`src/rtl/arb_pkg.sv`:
```
// Shared constants and types for the four-way packet-locking round-robin arbiter.
// The control state is kept in one struct so the whole FSM is visible as a single signal.
package arb_pkg;

   localparam int unsigned N_REQ = 4;
   localparam int unsigned IDX_W = 2;

   typedef enum logic {
      ST_IDLE = 1'b0,
      ST_LOCK = 1'b1
   } arb_state_e;

   typedef struct packed {
      arb_state_e       state;
      logic [IDX_W-1:0] rr;
      logic [IDX_W-1:0] lock_id;
   } arb_ctl_t;

   // rr=3 so requester 0 is scanned first after reset
   localparam arb_ctl_t CTL_RST = '{state: ST_IDLE, rr: 2'd3, lock_id: 2'd0};

   function automatic logic [N_REQ-1:0] idx_to_onehot(input logic [IDX_W-1:0] idx);
      logic [N_REQ-1:0] oh;
      oh      = '0;
      oh[idx] = 1'b1;
      return oh;
   endfunction

endpackage

```
`src/rtl/rr_pick_4.sv`:
```
// Rotating-priority picker: scans i_ptr+1, i_ptr+2, i_ptr+3, i_ptr (mod 4) and
// returns the first asserted request as a one-hot grant and an index.
module rr_pick_4
   import arb_pkg::*;
(
   input  logic [N_REQ-1:0] i_req,
   input  logic [IDX_W-1:0] i_ptr,
   output logic [N_REQ-1:0] o_gnt,
   output logic [IDX_W-1:0] o_idx,
   output logic             o_any
);

   logic [IDX_W-1:0] cand;

   always_comb begin
      cand  = '0;
      o_idx = '0;
      o_any = 1'b0;
      for (int k = 1; k <= int'(N_REQ); k++) begin
         cand = i_ptr + IDX_W'(k);
         if (!o_any && i_req[cand]) begin
            o_any = 1'b1;
            o_idx = cand;
         end
      end
      o_gnt = idx_to_onehot(o_idx) & {N_REQ{o_any}};
   end

endmodule

```
`src/rtl/arb_out_4_rr_pkt.sv`:
```
// Four-requester round-robin arbiter that keeps the output channel locked to one
// requester until its last beat is taken, feeding a one-entry registered output stage.
module arb_out_4_rr_pkt
   import arb_pkg::*;
#(
   parameter int p_width = 8
) (
   input  logic               i_clk,
   input  logic               i_nrst,
   input  logic               i_req0,
   input  logic               i_req1,
   input  logic               i_req2,
   input  logic               i_req3,
   input  logic [p_width-1:0] i_data0,
   input  logic [p_width-1:0] i_data1,
   input  logic [p_width-1:0] i_data2,
   input  logic [p_width-1:0] i_data3,
   input  logic               i_last0,
   input  logic               i_last1,
   input  logic               i_last2,
   input  logic               i_last3,
   output logic               o_acc0,
   output logic               o_acc1,
   output logic               o_acc2,
   output logic               o_acc3,
   output logic               o_req,
   output logic [p_width-1:0] o_data,
   output logic               o_last,
   output logic [IDX_W-1:0]   o_owner,
   input  logic               i_acc
);

   // Valid/ready contract on both sides: a beat moves only in a cycle where the
   // sender's valid (i_reqN / o_req) and the receiver's accept (o_accN / i_acc)
   // are both high; the sender holds its beat stable until then.

   logic [N_REQ-1:0]   req_v;
   logic [N_REQ-1:0]   last_v;
   logic [p_width-1:0] data_a [N_REQ];
   logic [N_REQ-1:0]   elig;
   logic [N_REQ-1:0]   gnt;
   logic [IDX_W-1:0]   win_idx;
   logic               win_any;
   logic               ld;
   logic               take;
   logic [N_REQ-1:0]   acc_v;

   arb_ctl_t           ctl_q, ctl_d;
   logic               o_req_q, o_req_d;
   logic [p_width-1:0] o_data_q, o_data_d;
   logic               o_last_q, o_last_d;
   logic [IDX_W-1:0]   o_owner_q, o_owner_d;

   assign req_v     = {i_req3, i_req2, i_req1, i_req0};
   assign last_v    = {i_last3, i_last2, i_last1, i_last0};
   assign data_a[0] = i_data0;
   assign data_a[1] = i_data1;
   assign data_a[2] = i_data2;
   assign data_a[3] = i_data3;

   // While locked only the owner is visible to the picker, so rr cannot drift
   always_comb begin
      elig = req_v;
      if (ctl_q.state == ST_LOCK) begin
         elig = req_v & idx_to_onehot(ctl_q.lock_id);
      end
   end

   rr_pick_4 u_pick (
      .i_req (elig),
      .i_ptr (ctl_q.rr),
      .o_gnt (gnt),
      .o_idx (win_idx),
      .o_any (win_any)
   );

   assign ld    = ~o_req_q | i_acc;
   assign take  = ld & win_any & i_nrst;
   assign acc_v = gnt & {N_REQ{take}};

   assign o_acc0 = acc_v[0];
   assign o_acc1 = acc_v[1];
   assign o_acc2 = acc_v[2];
   assign o_acc3 = acc_v[3];

   always_comb begin
      ctl_d     = ctl_q;
      o_req_d   = o_req_q;
      o_data_d  = o_data_q;
      o_last_d  = o_last_q;
      o_owner_d = o_owner_q;

      if (take) begin
         o_req_d   = 1'b1;
         o_data_d  = data_a[win_idx];
         o_last_d  = last_v[win_idx];
         o_owner_d = win_idx;
         if (last_v[win_idx]) begin
            ctl_d.state = ST_IDLE;
            ctl_d.rr    = win_idx;
         end else begin
            ctl_d.state   = ST_LOCK;
            ctl_d.lock_id = win_idx;
         end
      end else if (i_acc) begin
         o_req_d = 1'b0;
      end
   end

   always_ff @(posedge i_clk or negedge i_nrst) begin
      if (!i_nrst) begin
         ctl_q     <= CTL_RST;
         o_req_q   <= 1'b0;
         o_data_q  <= '0;
         o_last_q  <= 1'b0;
         o_owner_q <= '0;
      end else begin
         ctl_q     <= ctl_d;
         o_req_q   <= o_req_d;
         o_data_q  <= o_data_d;
         o_last_q  <= o_last_d;
         o_owner_q <= o_owner_d;
      end
   end

   assign o_req   = o_req_q;
   assign o_data  = o_data_q;
   assign o_last  = o_last_q;
   assign o_owner = o_owner_q;

endmodule

```
`config.mk`:
```
export PLATFORM = sky130hd
export DESIGN_NAME = arb_out_4_rr_pkt
export DESIGN_NICKNAME = d
export VERILOG_FILES = /design/src/rtl/arb_pkg.sv /design/src/rtl/rr_pick_4.sv /design/src/rtl/arb_out_4_rr_pkt.sv
export SDC_FILE = /design/constraint.sdc
export NUM_CORES = 1
export LEC_CHECK = 0
export CORE_MARGIN = 2
export CORE_UTILIZATION = 40
export CTS_BUF_LIST = sky130_fd_sc_hd__clkbuf_4 sky130_fd_sc_hd__clkbuf_8
export CTS_CLUSTER_SIZE = 24
export DETAILED_ROUTE_END_ITERATION = 6
export DONT_BUFFER_PORTS = 1
export SYNTH_ARGS = -nofsm -noshare
export SYNTH_HDL_FRONTEND = slang
export SYNTH_SLANG_ARGS = --single-unit
export TNS_END_PERCENT = 30
```
`constraint.sdc`:
```
create_clock -name i_clk -period 3.1 [get_ports i_clk]
set_clock_uncertainty 0.05 [all_clocks]
set_input_delay 0.155 -clock i_clk [delete_from_list [all_inputs] [get_ports i_clk]]
set_output_delay 0.155 -clock i_clk [all_outputs]
set_load 0.005 [all_outputs]
```
After elaboration in Yosys (flattened, before gate mapping) --
Index checks and enable logic that the tools add are counted.
Cells by class: bitwise gates (word level) 9, $add $sub $neg 3, reductions and logical operators 11, magnitude comparators 9, muxes and demuxes 29
Operators with widths (count):
- 2-bit by 3-bit < comparator with 1-bit output (second input constant) | 6
- 8-bit binary-select mux with 2-bit select | 1
- 8-bit two-way mux | 2
- 1-bit two-way mux | 14
- 4-bit bitwise AND | 3
- 1-bit binary-select mux with 2-bit select | 5
- 2-bit two-way mux | 4
- 1-bit logical AND | 5
- 2-bit adder (second input constant) | 2
- 1-bit demux with 2-bit select | 2
- 2-bit by 1-bit >= comparator with 1-bit output (second input constant) | 2
- 4-bit two-way mux | 1
- 2-bit AND reduction | 2
- 3-bit >= comparator (second input constant) | 1
- 1-bit zero test | 3
- 2-bit inverter with 3-bit output | 1
- 2-bit by 1-bit adder with 2-bit output (second input constant) | 1
- 1-bit bitwise AND | 2
- 1-bit inverter | 2
- 2-bit nonzero test | 1
- 1-bit OR | 1
Storage, ports and cells: bits in registers 17, output and inout bits 16

Logic depth before layout (Yosys ltp) --
Gate-level depths: netlist of run 1.
depth after elaboration 24, gate-level depth with buffers 11, depth with buffers taken out 8

By module --
From an unflattened synthesis of run 1, not the netlist that was laid out.
Second synthesis, totals: cell total of the unflattened synthesis 103, area total of the unflattened synthesis 1167.4 µm²
Modules (own cells, without submodules):
- arb_out_4_rr_pkt | times used 1, area each 1008.5 µm², cells an instance 76, seq. area each 427.9 µm²
- rr_pick_4 | times used 1, area each 158.9 µm², cells an instance 27, seq. area each 0.0 µm²

Worst setup path before layout of run 1 --
Ideal clock, no wire load.
kind flip-flop to flip-flop, start point reg ctl_q[2] (netlist bit), end point reg ctl_q[1] (netlist bit), slack 560 ps, setup time 125 ps, stages on the path, launching flop included 10, arrival 2365 ps, buffers on the path 1, cells stage by stage dfstp_2 > buf_6 > mux2_4 > a211oi_2 > nor3_1 > a311oi_1 > o21ai_2 > a21o_1 > and3b_1 > mux2_4
On the way: cells in the longest elaborated chain, start to end 17
RTL lines:
- start: declaration | RTL line arb_out_4_rr_pkt.sv:48 | arb_ctl_t ctl_q, ctl_d;
- start signal: assignment | RTL line arb_out_4_rr_pkt.sv:118 | ctl_q <= ctl_d;
- 2-bit by 1-bit adder with 2-bit output | RTL line rr_pick_4.sv:20 | cand = i_ptr + IDX_W'(k);
- 1-bit binary-select mux with 2-bit select | RTL line rr_pick_4.sv:21 | if (!o_any && i_req[cand]) begin
- 1-bit two-way mux (not written as such) | RTL line rr_pick_4.sv:21
- 1-bit two-way mux | RTL line rr_pick_4.sv:21
- 1-bit zero test | RTL line rr_pick_4.sv:21
- 1-bit logical AND | RTL line rr_pick_4.sv:21
- 1-bit two-way mux | RTL line rr_pick_4.sv:21
- 1-bit zero test | RTL line rr_pick_4.sv:21
- 1-bit logical AND | RTL line rr_pick_4.sv:21
- 1-bit two-way mux | RTL line rr_pick_4.sv:21
- 1-bit zero test | RTL line rr_pick_4.sv:21
- 1-bit logical AND | RTL line rr_pick_4.sv:21
- 2-bit two-way mux | RTL line rr_pick_4.sv:21
- 1-bit binary-select mux with 2-bit select | RTL line arb_out_4_rr_pkt.sv:98 | if (last_v[win_idx]) begin
- 1-bit two-way mux (not written as such) | RTL line arb_out_4_rr_pkt.sv:98
- 1-bit inverter (no line)
- 2-bit AND reduction (no line)
Parallel ways exist; a longest one is shown, timed or not. The select of a mux whose other input is x is not followed. A chain may end at the register's enable or synchronous reset.

Final worst setup path of run 1 --
start point reg ctl_q[2] (netlist bit), end point out o_acc0
On the way: cells in the longest elaborated chain, start to end 19
RTL lines:
- 2-bit by 1-bit adder with 2-bit output | RTL line rr_pick_4.sv:20
- 1-bit binary-select mux with 2-bit select | RTL line rr_pick_4.sv:21
- 1-bit two-way mux (not written as such) | RTL line rr_pick_4.sv:21
- 1-bit two-way mux | RTL line rr_pick_4.sv:21
- 1-bit zero test | RTL line rr_pick_4.sv:21
- 1-bit logical AND | RTL line rr_pick_4.sv:21
- 1-bit two-way mux | RTL line rr_pick_4.sv:21
- 1-bit zero test | RTL line rr_pick_4.sv:21
- (+3 left out)
- 1-bit logical AND | RTL line rr_pick_4.sv:21
- 2-bit two-way mux | RTL line rr_pick_4.sv:21
- 2-bit by 3-bit < comparator with 1-bit output (not written as such) / 2-bit by 1-bit >= comparator with 1-bit output (equally long branches) | RTL line arb_pkg.sv:25 | oh[idx] = 1'b1;
- 1-bit logical AND (not written as such) | RTL line arb_pkg.sv:25
- 1-bit two-way mux (not written as such) | RTL line arb_pkg.sv:25
- 1-bit demux with 2-bit select
- 4-bit bitwise AND | RTL line rr_pick_4.sv:26 | o_gnt = idx_to_onehot(o_idx) & {N_REQ{o_any}};
- 4-bit bitwise AND (*) | RTL line arb_out_4_rr_pkt.sv:79 | assign acc_v = gnt & {N_REQ{take}};
- end: declaration | RTL line arb_out_4_rr_pkt.sv:22 | output logic o_acc0,
Mark *: on every way between the ends. The rest lies on a longest branch, timed or not. The select of a mux whose other input is x is not followed.

==> flow_summary.ini, run 1 <==
[clock_network]
cts_tree = done
cts_buffers = 3
post_cts_buffers = 0
worstSkewPairLatency_ps = 280
clock_path_buffers = 2
clk_pin_slew_ps = 100
htreeDepth = 1
clock_sinks = 17
root_buffer = clkbuf_4

[worst_setup_path]
crit_fanout = 19
timing.rr.start = ctl_q[2]
crit_arrival_ps = 2660
reg2reg_depth = 9
critical_path_required_ps = 2890
crit_path_end = o_acc0
crit_start = ctl_q[2]
worst_setup_path_end_kind = output pin
reg2reg_slack_ps = 280
cp-start-kind = register
critical_path_class = reg -> out
timing.rr.end = o_data[0]

[sta]
worstMarginPinSlew_ps = 838
setup_violations = 0
period_share = 0.923
whs_ps = 47.7
finalCriticalPeriod_ps = 2860
drv_slew = 0
grt_setup_unrepaired = yes
hold_viol = 0
slew-limit-headroom = 0.440
max_freq_mhz = 350

[die]
dieArea_mm2 = 0.00389
coreArea_mm2 = 0.00331
io_pins = 59
start_util = 0.412
die_w_um = 62.4
die_h_um = 62.4
rows = 21

[power]
p_leak_nw = 0.634
finalPower_w = 0.00162
power.density_mw_per_mm2 = 1150
vdd_drop_max_v = 0.000517

[outcome]
status = complete, no violations

[drt]
drt-total-wl_um = 2740
drtIter0Drc = 35
firstDrtPassIters = 4
drtAntennaViolNets = 0
viasPerCell = 5.67
drc = 0
vias = 1027
wl_per_cell_um = 15.1

[final_layout]
n_antenna_cell = 0
layout.nets = 179
final_common_cell = mux2i_1
layout.cells.non_filler = 181
stdcell_area_mm2 = 0.00141
nFillCells = 347
area_delta_synth_final_pct = 3.39
layout_common_cells = 22 x mux2i_1, 19 x nand2_1, 15 x dfrtp_1, 8 x o21ai_2, 8 x mux2_2
final_layout_size_suffix_gt1_frac = 0.281

[logic_synthesis]
syn_area_mm2 = 0.00136
avgSynthCellArea_um2 = 9.95
yosysUniqueCellTypes = 38
ys_seq_area_frac = 0.314
syn-num-nets = 180
syn_inst = 137
yosysWarnings = 0
synth_seq_cells = 17

[place]
place_inst = 176
hpwl_um = 2060
gp_congestion = 0.718
port-buffer-count = 0
dpl_cell_area_mm2 = 0.00136

[flow_run]
maxCapViolations = 0

[grt]
grt_remaining_overflow = 0
first_global_vias = 1060
grt_first_pass_wirelength_um = 4860
grt_max_degree = 20
antenna_found_initial = 0
grt.total_usage = 0.152

[hold_path]
min_path_type = in -> reg
-- cell families (layout without fill, tap and decap cells) --
| family | after synthesis | in the layout | share of synthesized area |
|---|---|---|---|
| buffers and inverters | 14 | 12 | 0.0715 |
| muxes | 33 | 33 | 0.261 |
| AOI/OAI and AO/OA | 30 | 30 | 0.172 |
| DFF | 17 | 17 | 0.314 |
| and+or+nand+nor | 43 | 43 | 0.183 |
-- area by class of cell --
| type | count | area, um^2 | share of cell area |
|---|---|---|---|
| Clock buffer | 4 | 30.0 | 0.0213 |
| Inverter | 4 | 15.0 | 0.0106 |
| Multi-Input combinational cell | 106 | 843 | 0.598 |
| Sequential cell | 17 | 432 | 0.306 |
| Tap cell | 46 | 57.6 | 0.0408 |
| Timing Repair Buffer | 4 | 32.5 | 0.0231 |
-- synthesized netlist by cell type --
cell type  count  area [um^2]
a21boi_0       2         15.0
and4bb_2       2         25.0
nor4b_2        1         15.0
nor3_1         3         15.0
buf_1          1         3.75
a21boi_2       1         11.3
nand4b_1       3         26.3
nor2b_1        1         6.26
o31ai_1        1         7.51
nand4_1        2         12.5
mux2_2         8         90.1
a311oi_1       1         8.76
dfstp_2        2         52.6
or4b_1         1         10.0
nor2_1         3         11.3
a211oi_2       1         12.5
and3b_1        1         8.76
nand2_1       19         71.3
nand2b_1       3         18.8
clkbuf_1       3         11.3
nand4bb_1      1         11.3
o21ai_1        2         10.0
mux2i_1       22          220
and2_1         1         6.26
a21o_1         2         15.0
a21bo_2        1         10.0
o21ai_2        8         70.1
inv_1          4         15.0
buf_6          6         67.6
or2_2          1         6.26
mux2_4         3         45.0
o22ai_1        1         6.26
a21oi_1        4         20.0
nand3_1        1         5.00
dfrtp_1       15          375
o21ai_0        3         15.0
o211ai_1       1         7.51
o211ai_2       2         25.0
-- critical path, stage by stage, from the launching register on --
cell and delay [ps]:
dfstp_4 720, mux2_4 320, a211oi_2 320, a311oi_1 160
o21ai_2 150, buf_4 350, nand2_1 120, nor3_1 220
-- sequential cells by signal, indices dropped and copies added (netlist names) --
| name | count |
|---|---|
| o_data | 8 |
| o_owner | 2 |
| ctl_q | 5 |
| o_last | 1 |
| o_req | 1 |
-- per-stage QoR --
| stage | worst slack [ps] | utilization | setup TNS, ps |
|---|---|---|---|
| 3_5_place_dp | 301 | 0.411 | 0 |
| 6_report | 239 | 0.426 | 0 |
| 3_3_place_gp | 380 | 0.411 | 0 |
| 2_1_floorplan | 560 | - | 0 |
| 4_1_cts | 208 | 0.423 | 0 |
| 5_1_grt | -2.97 | 0.426 | -2.97 |
-- metal layers --
metal	wire length, um	global-route usage	vias to the layer above
met2	1410	0.276	36
li1	-	-	496
met4	17	0.0361	0
met1	1140	0.184	493
met3	169	0.0324	2
met5	0	0	-
-- where the power goes --
group          internal [W]  switching [W]
logic              0.000501       0.000498
clock network     0.0000586      0.0000687
registers          0.000344       0.000149
total              0.000904       0.000716
-- timing repair --
| item | 4_1_cts | 5_1_grt |
|---|---|---|
| endpoints found under the setup margin | 0 | 5 |
| hold buffers | 1 | 0 |
| resized for setup | 0 | 2 |
| hold endpoints to repair | 19 | 0 |
-- how the worst min path moves through the flow --
stage                       from         end  depth (start not counted)
final                      i_acc       o_req                          2
after global routing       i_acc       o_req                          2
after CTS                  i_acc       o_req                          2
after detailed placement  i_nrst  o_owner[1]                          0
after global placement    i_nrst  o_owner[1]                          0
after floorplan           i_nrst    ctl_q[0]                          0
Power figures use the tool's default switching activity.
==> inputs of run 2 (changes only) <==
- CORE_MARGIN: 2 -> 1
==> run 2 against run 1 <==
  * Non-clock buffer count is the same
  * Design area shrank 0.53%
  * Clock-buffer cell count is the same
  * Worst setup slack lost 55 ps
  * First-iteration DRC count shrank 49%
  * Die area shrank 6.3%
  * Register-to-register slack lost 30 ps
  * Largest cell class unchanged
==> flow_summary.ini, run 2 (synthesis gave the netlist of run 1 again) <==
[final_layout]
postLayoutCoreUtil = 0.445
register_area_um2 = 432
final_common_cell = mux2i_1
nFillCells = 315
layout_common_cells = 22 x mux2i_1, 19 x nand2_1, 15 x dfrtp_1, 8 x o21ai_2, 8 x mux2_2
layout.nets = 179
largest_reg_flops = 8
area_delta_synth_final_pct = 2.84
final_layout_size_suffix_gt1_frac = 0.274
n_antenna_cell = 0
multi_input_area_um2 = 838

[place]
hpwl_um = 1950
gp_congestion = 0.805
port-buffer-count = 0
dp_slack_ps = 264

[grt]
first_global_vias = 990
grt_first_pass_wirelength_um = 4360
grt.total_usage = 0.161
grt_max_degree = 24
grt_remaining_overflow = 0
antenna_found_initial = 0

[clock_network]
root_buffer = clkbuf_4
clock_path_buffers = 2
post_cts_buffers = 0
cts_buffers = 3
cts_tree = done
clk_pin_slew_ps = 90
clock_sinks = 17
worstSkewPairLatency_ps = 280
htreeDepth = 1

[drt]
wl_per_cell_um = 14.7
vias = 995
drtIter0Drc = 18
viasPerCell = 5.56
firstDrtPassIters = 4
drtAntennaViolNets = 0
drt-total-wl_um = 2630
drc = 0

[sta]
setup_tns_ps = 0
drv_slew = 0
max_freq_mhz = 343
worstMarginPinSlew_ps = 795
period_share = 0.940
grt_setup_unrepaired = no
hold_viol = 0
finalCriticalPeriod_ps = 2920
setup_slack_ps = 184
slew-limit-headroom = 0.469
setup_violations = 0
whs_ps = 42.0

[power]
comb_power_share = 0.617
seq_power_share = 0.306
finalPower_w = 0.00161
p_int_w = 0.000903
power.net_switching_w = 0.000709
p_leak_nw = 0.633
pwr-share-clk = 0.077
power.density_mw_per_mm2 = 1150
vdd_drop_max_v = 0.000483
p_sw_frac = 0.440

[die]
coreArea_mm2 = 0.00315
dieArea_mm2 = 0.00365
start_util = 0.433
rows = 20
die_w_um = 60.4
io_pins = 59
die_h_um = 60.4

[worst_setup_path]
critical_path_class = reg -> out
worst_setup_path_end_kind = output pin
crit_fanout = 20
critical_path_required_ps = 2890
crit_arrival_ps = 2710
cp-start-kind = register

[outcome]
status = complete, no violations

[hold_path]
min_path_type = in -> reg

[flow_run]
maxCapViolations = 0
-- run 2: cell counts in the layout (fill, tap and decap cells not counted) --
Identical to the previous run, type by type.
-- run 2: power groups by stage --
stage               Combinational (W)  Sequential [W]  Clock [W]
floorplan                     0.00101        0.000402          0
global placement             0.000971        0.000488          0
detailed placement            0.00100        0.000492          0
CTS                           0.00101        0.000490   0.000129
global route                  0.00110        0.000519   0.000140
finish                       0.000994        0.000494   0.000124
-- run 2: cell type report --
class / instances / share of cell area
inverter: 4 / 0.0107
clock buffer: 4 / 0.0214
multi-input combinational: 106 / 0.598
timing repair buffer: 4 / 0.0232
sequential: 17 / 0.308
tap: 44 / 0.0393
-- run 2: critical path, stage by stage, from the launching register on --
cell	delay, ps
dfstp_4	730
mux2_4	320
a211oi_2	340
nor3_1	80
a311oi_1	310
o21ai_2	160
buf_4	260
nor3_1	230
-- run 2: final timing paths --
path                           start   endpoint  slack (ps)  depth (start not counted)
max                         ctl_q[2]     o_acc1         180                          7
max reg2reg                 ctl_q[2]  o_data[5]         250                          9
min in group asynchronous     i_nrst  o_data[4]         340                          1
min                            i_acc      o_req          40                          2
min reg2reg                o_data[3]  o_data[3]         470                          2
max in group asynchronous     i_nrst      o_req        2170                          1
-- run 2: what timing repair did --
action                                  4_1_cts  5_1_grt
hold buffers                                  1        0
gates resized for setup                       0        1
hold endpoints to repair                     19        0
endpoints found under the setup margin        0        1
-- run 2: metrics by stage --
step	instance area, um^2	std cells
2_1_floorplan	1360	137
3_3_place_gp	1360	174
3_5_place_dp	1360	174
4_1_cts	1400	179
5_1_grt	1400	179
6_report	1400	179
-- run 2: routing by layer --
| layer | global-route usage | share of wire | up-vias |
|---|---|---|---|
| met5 | 0 | 0 | - |
| met4 | 0.0332 | 0.0049 | 0 |
| met3 | 0.0554 | 0.059 | 2 |
| met2 | 0.287 | 0.53 | 30 |
| met1 | 0.185 | 0.40 | 470 |
| li1 | - | - | 493 |
